**src/rtl/id_ex_stage_if.sv**
```systemverilog
// id_ex_stage_if: decode-side instruction bundle into the issue stage and the
// ID/EX pipeline register contents it presents to the ALU.
// Ports: id_* fields and id_stall (decode side); ex_* fields (EX side).
// master = decode/ALU environment, slave = id_ex_stage.
interface id_ex_stage_if #(
  parameter int XLEN = 32,
  parameter int RAW  = 5
);
  // Decode side
  logic            id_valid;
  logic [6:0]      id_opcode;
  logic [RAW-1:0]  id_rs1;
  logic [RAW-1:0]  id_rs2;
  logic            id_use_rs2;
  logic [XLEN-1:0] id_imm;
  logic [XLEN-1:0] id_rs1_data;
  logic [XLEN-1:0] id_rs2_data;
  logic [RAW-1:0]  id_rd;
  logic            id_rd_we;
  logic            id_is_load;
  logic            id_stall;
  // EX register contents
  logic            ex_valid;
  logic [6:0]      ex_opcode;
  logic [XLEN-1:0] ex_a;
  logic [XLEN-1:0] ex_b;
  logic [XLEN-1:0] ex_store_data;
  logic [RAW-1:0]  ex_rd;
  logic            ex_rd_we;
  logic            ex_is_load;

  modport master (
    output id_valid, id_opcode, id_rs1, id_rs2, id_use_rs2, id_imm,
           id_rs1_data, id_rs2_data, id_rd, id_rd_we, id_is_load,
    input  id_stall, ex_valid, ex_opcode, ex_a, ex_b, ex_store_data,
           ex_rd, ex_rd_we, ex_is_load
  );

  modport slave (
    input  id_valid, id_opcode, id_rs1, id_rs2, id_use_rs2, id_imm,
           id_rs1_data, id_rs2_data, id_rd, id_rd_we, id_is_load,
    output id_stall, ex_valid, ex_opcode, ex_a, ex_b, ex_store_data,
           ex_rd, ex_rd_we, ex_is_load
  );
endinterface

```
**src/rtl/id_ex_stage.sv**
```systemverilog
// id_ex_stage: issue stage ahead of the ALU. Bypasses operands from EX/MEM/WB,
// stalls decode one cycle on a load-use hazard and registers the ID/EX pipeline
// register (1-cycle latency). ex_hold freezes EX and stalls decode; flush inserts a bubble.
// Ports: clk, rst_n (sync, active-low); bus (id_* in, id_stall/ex_* out);
// alu_result, mem_rd/mem_we/mem_data, wb_rd/wb_we/wb_data bypass sources;
// ex_hold, flush controls; stall_count saturating load-use bubble counter.
module id_ex_stage #(
  parameter int         XLEN      = 32,
  parameter int         RAW       = 5,
  parameter logic [6:0] BUBBLE_OP = 7'h7F
) (
  input  logic            clk,
  input  logic            rst_n,
  id_ex_stage_if.slave    bus,
  input  logic [XLEN-1:0] alu_result,
  input  logic [RAW-1:0]  mem_rd,
  input  logic            mem_we,
  input  logic [XLEN-1:0] mem_data,
  input  logic [RAW-1:0]  wb_rd,
  input  logic            wb_we,
  input  logic [XLEN-1:0] wb_data,
  input  logic            ex_hold,
  input  logic            flush,
  output logic [31:0]     stall_count
);

  logic            ex_valid_q;
  logic [6:0]      ex_opcode_q;
  logic [XLEN-1:0] ex_a_q;
  logic [XLEN-1:0] ex_b_q;
  logic [XLEN-1:0] ex_store_data_q;
  logic [RAW-1:0]  ex_rd_q;
  logic            ex_rd_we_q;
  logic            ex_is_load_q;
  logic [31:0]     stall_cnt_q;

  logic            ex_fwd_ok;
  logic [XLEN-1:0] rs1_val;
  logic [XLEN-1:0] rs2_val;
  logic            load_use;
  logic            bubble;
  logic            capture;
  logic            count_up;

  // A load in EX has no result yet, so it never forwards from EX; that case
  // is covered by the load-use stall and the MEM bypass one cycle later.
  function automatic logic [XLEN-1:0] bypass(input logic [RAW-1:0]  r,
                                             input logic [XLEN-1:0] d);
    logic [XLEN-1:0] v;
    if (r == '0)                                v = '0;
    else if (ex_fwd_ok && ex_rd_q == r)         v = alu_result;
    else if (mem_we && mem_rd == r)             v = mem_data;
    else if (wb_we && wb_rd == r)               v = wb_data;
    else                                        v = d;
    return v;
  endfunction

  always_comb begin
    ex_fwd_ok = ex_valid_q & ex_rd_we_q & ~ex_is_load_q;
    rs1_val   = bypass(bus.id_rs1, bus.id_rs1_data);
    rs2_val   = bypass(bus.id_rs2, bus.id_rs2_data);
    load_use  = bus.id_valid & ex_valid_q & ex_is_load_q & ex_rd_we_q &
                (ex_rd_q != '0) &
                ((ex_rd_q == bus.id_rs1) | (bus.id_use_rs2 & (ex_rd_q == bus.id_rs2)));
    // flush outranks ex_hold, which outranks load_use and the normal load.
    bubble    = flush | (~ex_hold & (load_use | ~bus.id_valid));
    capture   = ~flush & ~ex_hold & ~load_use & bus.id_valid;
    count_up  = ~flush & ~ex_hold & load_use & (stall_cnt_q != 32'hFFFF_FFFF);
  end

  assign bus.id_stall = rst_n & ~flush & (ex_hold | load_use);

  always_ff @(posedge clk) begin
    if (!rst_n || bubble) begin
      ex_valid_q      <= 1'b0;
      ex_opcode_q     <= BUBBLE_OP;
      ex_a_q          <= '0;
      ex_b_q          <= '0;
      ex_store_data_q <= '0;
      ex_rd_q         <= '0;
      ex_rd_we_q      <= 1'b0;
      ex_is_load_q    <= 1'b0;
    end else if (capture) begin
      ex_valid_q      <= 1'b1;
      ex_opcode_q     <= bus.id_opcode;
      ex_a_q          <= rs1_val;
      ex_b_q          <= bus.id_use_rs2 ? rs2_val : bus.id_imm;
      ex_store_data_q <= rs2_val;
      ex_rd_q         <= bus.id_rd;
      ex_rd_we_q      <= bus.id_rd_we;
      ex_is_load_q    <= bus.id_is_load;
    end
  end

  always_ff @(posedge clk) begin
    if (!rst_n)        stall_cnt_q <= '0;
    else if (count_up) stall_cnt_q <= stall_cnt_q + 32'd1;
  end

  assign bus.ex_valid      = ex_valid_q;
  assign bus.ex_opcode     = ex_opcode_q;
  assign bus.ex_a          = ex_a_q;
  assign bus.ex_b          = ex_b_q;
  assign bus.ex_store_data = ex_store_data_q;
  assign bus.ex_rd         = ex_rd_q;
  assign bus.ex_rd_we      = ex_rd_we_q;
  assign bus.ex_is_load    = ex_is_load_q;
  assign stall_count       = stall_cnt_q;

endmodule
```
**src/flat_wrapper.sv**
```systemverilog
// flat-port wrapper written by rule: the top's interface ports become plain ports
module id_ex_stage_flat 
#(
  parameter int         XLEN      = 32,
  parameter int         RAW       = 5,
  parameter logic [6:0] BUBBLE_OP = 7'h7F
)
  (clk, rst_n, alu_result, mem_rd, mem_we, mem_data, wb_rd, wb_we, wb_data, ex_hold, flush, stall_count, bus_id_valid, bus_id_opcode, bus_id_rs1, bus_id_rs2, bus_id_use_rs2, bus_id_imm, bus_id_rs1_data, bus_id_rs2_data, bus_id_rd, bus_id_rd_we, bus_id_is_load, bus_id_stall, bus_ex_valid, bus_ex_opcode, bus_ex_a, bus_ex_b, bus_ex_store_data, bus_ex_rd, bus_ex_rd_we, bus_ex_is_load);
  id_ex_stage_if #(.XLEN(XLEN), .RAW(RAW)) bus_i ();
  input  logic clk;
  input  logic rst_n;
  input  logic [XLEN-1:0] alu_result;
  input  logic [RAW-1:0] mem_rd;
  input  logic mem_we;
  input  logic [XLEN-1:0] mem_data;
  input  logic [RAW-1:0] wb_rd;
  input  logic wb_we;
  input  logic [XLEN-1:0] wb_data;
  input  logic ex_hold;
  input  logic flush;
  output logic [31:0] stall_count;
  input wire logic [$bits(bus_i.id_valid)-1:0] bus_id_valid;
  input wire logic [$bits(bus_i.id_opcode)-1:0] bus_id_opcode;
  input wire logic [$bits(bus_i.id_rs1)-1:0] bus_id_rs1;
  input wire logic [$bits(bus_i.id_rs2)-1:0] bus_id_rs2;
  input wire logic [$bits(bus_i.id_use_rs2)-1:0] bus_id_use_rs2;
  input wire logic [$bits(bus_i.id_imm)-1:0] bus_id_imm;
  input wire logic [$bits(bus_i.id_rs1_data)-1:0] bus_id_rs1_data;
  input wire logic [$bits(bus_i.id_rs2_data)-1:0] bus_id_rs2_data;
  input wire logic [$bits(bus_i.id_rd)-1:0] bus_id_rd;
  input wire logic [$bits(bus_i.id_rd_we)-1:0] bus_id_rd_we;
  input wire logic [$bits(bus_i.id_is_load)-1:0] bus_id_is_load;
  output wire logic [$bits(bus_i.id_stall)-1:0] bus_id_stall;
  output wire logic [$bits(bus_i.ex_valid)-1:0] bus_ex_valid;
  output wire logic [$bits(bus_i.ex_opcode)-1:0] bus_ex_opcode;
  output wire logic [$bits(bus_i.ex_a)-1:0] bus_ex_a;
  output wire logic [$bits(bus_i.ex_b)-1:0] bus_ex_b;
  output wire logic [$bits(bus_i.ex_store_data)-1:0] bus_ex_store_data;
  output wire logic [$bits(bus_i.ex_rd)-1:0] bus_ex_rd;
  output wire logic [$bits(bus_i.ex_rd_we)-1:0] bus_ex_rd_we;
  output wire logic [$bits(bus_i.ex_is_load)-1:0] bus_ex_is_load;
  assign bus_i.id_valid = bus_id_valid;
  assign bus_i.id_opcode = bus_id_opcode;
  assign bus_i.id_rs1 = bus_id_rs1;
  assign bus_i.id_rs2 = bus_id_rs2;
  assign bus_i.id_use_rs2 = bus_id_use_rs2;
  assign bus_i.id_imm = bus_id_imm;
  assign bus_i.id_rs1_data = bus_id_rs1_data;
  assign bus_i.id_rs2_data = bus_id_rs2_data;
  assign bus_i.id_rd = bus_id_rd;
  assign bus_i.id_rd_we = bus_id_rd_we;
  assign bus_i.id_is_load = bus_id_is_load;
  assign bus_id_stall = bus_i.id_stall;
  assign bus_ex_valid = bus_i.ex_valid;
  assign bus_ex_opcode = bus_i.ex_opcode;
  assign bus_ex_a = bus_i.ex_a;
  assign bus_ex_b = bus_i.ex_b;
  assign bus_ex_store_data = bus_i.ex_store_data;
  assign bus_ex_rd = bus_i.ex_rd;
  assign bus_ex_rd_we = bus_i.ex_rd_we;
  assign bus_ex_is_load = bus_i.ex_is_load;
  id_ex_stage #(.XLEN(XLEN), .RAW(RAW), .BUBBLE_OP(BUBBLE_OP)) u_core (.clk(clk), .rst_n(rst_n), .bus(bus_i), .alu_result(alu_result), .mem_rd(mem_rd), .mem_we(mem_we), .mem_data(mem_data), .wb_rd(wb_rd), .wb_we(wb_we), .wb_data(wb_data), .ex_hold(ex_hold), .flush(flush), .stall_count(stall_count));
endmodule
```
**config.mk**
```make
export PLATFORM = sky130hd
export DESIGN_NAME = id_ex_stage_flat
export DESIGN_NICKNAME = d
export VERILOG_FILES = /design/src/rtl/id_ex_stage_if.sv /design/src/rtl/id_ex_stage.sv /design/src/flat_wrapper.sv
export SDC_FILE = /design/constraint.sdc
export NUM_CORES = 1
export LEC_CHECK = 0
export ABC_AREA = 1
export CAP_MARGIN = 20
export CORE_MARGIN = 5
export CORE_UTILIZATION = 50
export CTS_CLUSTER_DIAMETER = 150
export DETAILED_ROUTE_END_ITERATION = 8
export GPL_TIMING_DRIVEN = 0
export PLACE_DENSITY = 0.88
export SLEW_MARGIN = 20
export SYNTH_ARGS = -nofsm -noshare
export SYNTH_HDL_FRONTEND = slang
export SYNTH_SLANG_ARGS = --single-unit
```
**constraint.sdc**
```tcl
create_clock -name clk -period 2.8 [get_ports clk]
set_input_delay 0.56 -clock clk [delete_from_list [all_inputs] [get_ports clk]]
set_output_delay 0.56 -clock clk [all_outputs]
set_load 0.05 [all_outputs]
```
==> metrics.cfg, run 1 <==
[power_and_ir_drop]
power_w=0.00578
p_leak_nw=7.32
ir_drop_uv=430
power_density_mw_per_mm2=375

[timing]
clock.fmax_mhz=370
period_minus_slack_ns=2.71
period_share_pct=96.6
fin_ws_ns=0.0945
hold_viol_final=0
maxSlewViolCount=0
worst_hold_slack_ns=0.466
skew_ns=0.0129
setup_viol=0
worst_pin_slew_ns=0.658
slew_headroom_pct=56.1
rsz0062_at_grt=no

[route]
drt-total-wl_mm=50.5
via_count=14400
drtAntennaViolNets=0
route.detailed.drc=0
viasPerCell=5.58
dr.pass1.iters=6
drt_iter0_drc=1596
routedWlPerCell_um=19.6

[setup_path]
crit_path_frequent_cell=nand2_1
timing.rr.end=u_core.stall_count[5]
slowest_delay_ns=0.55
r2r-start=u_core.stall_count[1]
crit_chain=clkdlybuf4s50_1 > inv_2 > nand2_1 > nand2_1 > nor2_2 > nand4_1 > nand2_1 > nand2_4 > a21boi_2 > buf_6
cp_data_arrival_time_ns=2.15
reg2reg_setup_slack_ns=0.24
ff2ff_path_depth=10
worstPathMaxFanout=8
cp_slowest_cell=clkdlybuf4s50_1
endpoint_kind=primary output
critical_path_required_ns=2.24
worstSetupStartpointType=input pin
cp-startpoint=bus_id_rs2[1]
critical_path_class=input pin to primary output

[final_layout]
layout_commonest_cell=nand2_1
nNetsFinal=2524
drive_gt1_share_pct=6.65
final_cell_mix=nand2_1 (514), clkdlybuf4s50_1 (372), inv_1 (303), nor2_1 (263), nand3_1 (204)
finalNonFillerCells=2585
syn_to_final_growth_pct=46.2

[yosys]
synth-edff-count=0
synth-warning-count=0
async_flop_share_pct=0
synth_seq_area_share_pct=27.2
synthCells=1887
syn_area_sq_mm=0.0105
synth.top_cell.area_share_pct=27.2
ys.flop_type=dfxtp_1
synth_cell_types=32
synth_top_area_cell=dfxtp_1
synth_seq_cells=143
syn_area_per_cell_sq_um=5.59
synthTopCellsByArea=dfxtp_1 (27%), nand2_1 (18%), inv_1 (11%)
syn_nets=2122

[die]
die_y_um=155
die_w_um=155
initial_utilization_pct=50.5
coreArea_sq_mm=0.0209
pin_count=378
std_cell_rows=53
dieArea_sq_mm=0.0241

[placement]
place.gp.congestion=1.01
dp_hpwl_mm=40.2
pre_cts_ws_ns=-0.837
io_buffers=377
place_inst=2539

[clock_tree]
htree_levels=4
cts_buffers=17
clock_latency_ns=0.44
clkTransAtPathRegs_ns=0.07
cts_tree=done
clkSinkCount=143
cts_root_buf=clkbuf_16
ctsLongestPathBuffers=2
postCtsHoldBufs=0

[grt]
grt_pass1_wl_mm=75.7
grt_pass1_vias=13600
grt_overflow=0
grt_max_degree=17
track_usage_pct=40.2
antenna_found_initial=7

[worst_hold_path]
hp-start=u_core.bus.ex_a[13]
min_path_type=flip-flop to flip-flop
min_to=u_core.bus.ex_a[13]
holdPathStages=2

[status]
status=finished, final reports clean

[run]
max_cap_violations=0

## cells in the mapped netlist, drive strengths merged, types with 2 or more instances
| library cell | number |
|---|---|
| a21oi | 87 |
| a21boi | 2 |
| or2 | 32 |
| dfxtp | 143 |
| buf | 55 |
| nor2 | 272 |
| xor2 | 19 |
| clkbuf | 57 |
| inv | 312 |
| nand2 | 517 |
| nand3 | 205 |
| o21ai | 41 |
| nand4 | 114 |
| nor3 | 12 |
| nand3b | 6 |
| xnor2 | 7 |
## worst max-delay path, delay by kind of cell
kind,cells,cell delay [ns]
compound gates,1,0.17
simple gates,6,0.59
buf+inv,3,0.81
## registers in the layout, indices dropped and copies added, names as in the netlist
| name | flops |
|---|---|
| u_core.stall_count | 32 |
| u_core.bus.ex_rd | 5 |
| u_core.bus.ex_rd_we | 1 |
| u_core.bus.ex_opcode | 7 |
| u_core.bus.ex_valid | 1 |
| u_core.bus.ex_b | 32 |
| u_core.bus.ex_store_data | 32 |
| u_core.bus.ex_a | 32 |
| u_core.bus.ex_is_load | 1 |
## how the worst max path moves through the flow
stage / endpoint / depth (start not counted)
floorplan: bus_id_stall / 9
global placement: bus_id_stall / 11
detailed placement: bus_id_stall / 11
CTS: bus_id_stall / 10
global route: bus_id_stall / 10
finish: bus_id_stall / 10
## where the power goes
part	switching, W	internal (W)
clock network	0.00110	0.00136
registers	0.0000172	0.00206
logic	0.000727	0.000520
total	0.00184	0.00394
## metal layers
| layer | global-route usage (%) | up-vias | share of wire (%) |
|---|---|---|---|
| met5 | 0 | - | 0 |
| met1 | 46.6 | 6467 | 36 |
| met3 | 10.4 | 253 | 11 |
| met4 | 27.5 | 0 | 8.3 |
| met2 | 65.0 | 1017 | 44 |
| li1 | - | 6697 | - |
## final cells by class
cell class                      count  area [sq um]
Multi-Input combinational cell   1320          6020
Buffer                            111           533
Timing Repair Buffer              384          3840
Sequential cell                   143          2860
Fill cell                        1739          5480
Clock buffer                       17           425
Inverter                          312          1170
Clock inverter                     15           190
Tap cell                          275           344
Antenna cell                        8          20.0
## through the flow
step                TNS (ns)  util (%)  area, sq um
finish                     0      73.8        15400
global route               0      73.7        15400
CTS                        0      73.2        15300
detailed placement    -31.16      70.2        14700
global placement      -34.30      70.2        14700
floorplan                  0         -        10500
## kinds of logic (layout without fill, tap and decap cells)
kind of cell,after synthesis,count (layout),synth area share [%]
other,0,8,0
DFF,143,143,27.2
adders and majority gates,1,1,0.119
buffers and inverters,424,839,16.2
AOI/OAI and AO/OA,133,133,6.41
xor gates and xnor gates,26,26,2.16
and+or+nand+nor,1160,1160,48.0
## what timing repair did
item | CTS | global route
pin swaps | 0 | 2
resized for setup | 11 | 16
buffers inserted | 0 | 7
setup endpoints to repair | 14 | 102
Power figures use the tool's default switching activity.
==> run 2: changes to the inputs <==
--- a/config.mk
+++ b/config.mk
@@ -11,7 +11,7 @@
 export CORE_UTILIZATION = 50
 export CTS_CLUSTER_DIAMETER = 150
 export DETAILED_ROUTE_END_ITERATION = 8
-export GPL_TIMING_DRIVEN = 0
+export GPL_TIMING_DRIVEN = 1
 export PLACE_DENSITY = 0.88
 export SLEW_MARGIN = 20
 export SYNTH_ARGS = -nofsm -noshare
==> run 2 against run 1 <==
  * Sequential power hardly changed
  * Clock-buffer cell count unchanged
  * First-iteration DRC count shrank 4.7%
  * Register-to-register slack improved by 0.31 ns
  * Fmax is 0.91% higher
  * Clock skew rose by 0.0067 ns
  * Largest cell class unchanged
  * Final area increased by 0.29%
  * Final cell count down 2.7%
  * Global-route usage decreased by 2.5 points
  * Combinational power hardly changed
  * Die area unchanged
  * Clock power decreased by 3%
==> metrics.cfg, run 2 (synthesized netlist as in run 1, its figures left out) <==
[status]
status=finished, final reports clean

[power_and_ir_drop]
clkPwrFrac_pct=41.8  ; -0.7 points
pwr-share-seq_pct=36.3  ; +0.4 points
comb_power_share_pct=21.9  ; +0.3 points
power_density_mw_per_mm2=369  ; -1.5%
p_leak_nw=7.31  ; -0.16%
intPower_w=0.00389  ; -1.2%
p_sw_share_pct=31.8  ; about the same
p_sw_w=0.00182  ; -1.3%
power_w=0.00571  ; -1.2%
ir_drop_uv=465  ; +8.2%

[final_layout]
drive_gt1_share_pct=6.29  ; -0.36 points
finalNonFillerCells=2515  ; -2.7%
final_cell_area_sq_mm=0.0155  ; +0.29%
nFillCells=1775  ; +2.1%
syn_to_final_growth_pct=46.6
nNetsFinal=2448  ; -3.0%
layout_commonest_cell=nand2_1
final_cell_mix=nand2_1 (514), clkdlybuf4s50_1 (374), inv_1 (303), nor2_1 (260), nand3_1 (202)

[setup_path]
worstPathMaxFanout=11  ; +3
r2r-start=u_core.stall_count[0]
timing.rr.end=u_core.stall_count[19]
critical_path_class=input pin to primary output
ff2ff_path_depth=10  ; unchanged
worstSetupStartpointType=input pin
critical_path_required_ns=2.24  ; about the same
reg2reg_setup_slack_ns=0.55  ; +0.31 ns
endpoint_kind=primary output
cp_data_arrival_time_ns=2.12  ; -0.03 ns

[clock_tree]
clkSinkCount=143  ; unchanged
post_cts_resized=0  ; -11
clkTransAtPathRegs_ns=0.07  ; about the same
cts_root_buf=clkbuf_16
ctsLongestPathBuffers=2  ; unchanged
cts_tree=done
post-cts-setup-buffers=0  ; unchanged
postCtsHoldBufs=0  ; unchanged
cts_buffers=17  ; unchanged
clock_latency_ns=0.44  ; about the same
htree_levels=4  ; unchanged

[timing]
worst_hold_slack_ns=0.468  ; +0.00188 ns
rsz0062_at_grt=no
period_minus_slack_ns=2.68  ; -0.0243 ns
setup_viol=0  ; unchanged
maxSlewViolCount=0  ; unchanged
skew_ns=0.0196  ; +0.00672 ns
clock.fmax_mhz=373  ; +0.91%
slew_headroom_pct=49.0  ; -7.1 points
hold_viol_final=0  ; unchanged
period_share_pct=95.8  ; -0.87 points
worst_pin_slew_ns=0.765  ; +0.107 ns

[die]
die_y_um=155  ; unchanged
pin_count=378  ; unchanged
coreArea_sq_mm=0.0209  ; unchanged
std_cell_rows=53  ; unchanged
dieArea_sq_mm=0.0241  ; unchanged
die_w_um=155  ; unchanged
initial_utilization_pct=50.5  ; unchanged

[worst_hold_path]
hp-start=u_core.bus.ex_a[13]
min_path_type=flip-flop to flip-flop
holdPathStages=2  ; unchanged
min_to=u_core.bus.ex_a[13]

[route]
route.detailed.drc=0  ; unchanged
drt-total-wl_mm=47.5  ; -6.0%
drt_iter0_drc=1521  ; -4.7%
dr.pass1.iters=8  ; +2
via_count=13800  ; -4.2%
routedWlPerCell_um=18.9  ; -3.3%
viasPerCell=5.50  ; -1.5%
drtAntennaViolNets=0  ; unchanged

[grt]
track_usage_pct=37.8  ; -2.5 points
grt_pass1_vias=13000  ; -4.3%
antenna_found_initial=12  ; +5
grt_overflow=0  ; unchanged
grt_pass1_wl_mm=71.6  ; -5.4%
grt_max_degree=65  ; +48

[placement]
place.gp.congestion=0.977  ; -3.3%
io_buffers=377  ; unchanged
dp_hpwl_mm=35.4  ; -12%
place_inst=2469  ; -2.8%
dpl_cell_area_sq_mm=0.0148  ; +0.79%

[run]
max_cap_violations=0  ; unchanged

## run 2: cell types whose count changed in the layout (fill, tap and decap cells not counted), sizes merged, moves of 2 or more
cell / delta
clkbuf: -56
buf: -19
diode: +6
dlymetal6s2s: -3
clkdlybuf4s50: +2
## run 2: layer usage
metal | global-route usage [%] | share of wire, % | wire [um] | vias up
li1 | - | - | - | 6557
met1 | 43.9 | 36 | 17300 | 6186
met2 | 62.5 | 46 | 22000 | 897
met3 | 8.40 | 10 | 4840 | 191
met4 | 24.6 | 7.2 | 3400 | 2
met5 | 0 | 0.023 | 11 | -
## run 2: area by class of cell
type                    instances  area [sq um]  share of cell area [%]
diodes                         14          35.0                   0.227
clock buffers                  17           425                    2.75
clock inverters                15           193                    1.25
inverters                     312          1170                    7.58
multi-input cells            1320          6060                    39.2
flip-flops and latches        143          2860                    18.5
well taps                     275           344                    2.23
repair buffers                419          4360                    28.2
## run 2: power groups by stage
| stage | Clock (W) | Sequential [W] | Combinational (W) |
|---|---|---|---|
| 4_1_cts | 0.00239 | 0.00207 | 0.00122 |
| 3_3_place_gp | 0 | 0.00212 | 0.00121 |
| 6_report | 0.00239 | 0.00207 | 0.00125 |
| 5_1_grt | 0.00249 | 0.00208 | 0.00132 |
| 3_5_place_dp | 0 | 0.00212 | 0.00121 |
| 2_1_floorplan | 0 | 0.00221 | 0.000475 |
## run 2: critical path: stages
cell             delay, ns
clkdlybuf4s50_1       0.52
inv_1                 0.09
nand2_1               0.06
nand2_1               0.06
nor2_2                0.14
nand3_2               0.10
nand2_1               0.12
nand2_4               0.13
a21boi_4              0.18
buf_12                0.15
## run 2: worst max path at each step
stage,endpoint,depth (start not counted),start,slack (ns)
after global routing,bus_id_stall,10,bus_id_rs1[0],0.008
final,bus_id_stall,10,bus_id_rs1[0],0.12
after floorplan,bus_id_stall,9,u_core.bus.ex_rd[0],0.22
after detailed placement,u_core.bus.ex_a[30],11,bus_id_rs1[3],-0.009
after CTS,bus_id_stall,10,bus_id_rs1[0],0.004
after global placement,u_core.bus.ex_a[12],11,bus_id_rs1[3],0.07
## run 2: through the flow
| step | setup TNS [ns] | util [%] | setup slack (ns) |
|---|---|---|---|
| after global placement | 0 | 70.8 | 0.0717 |
| final | 0 | 74.0 | 0.119 |
| after global routing | 0 | 74.0 | 0.00821 |
| after detailed placement | -0.00888 | 70.8 | -0.00888 |
| after CTS | 0 | 73.7 | 0.00393 |
| after floorplan | 0 | - | 0.218 |
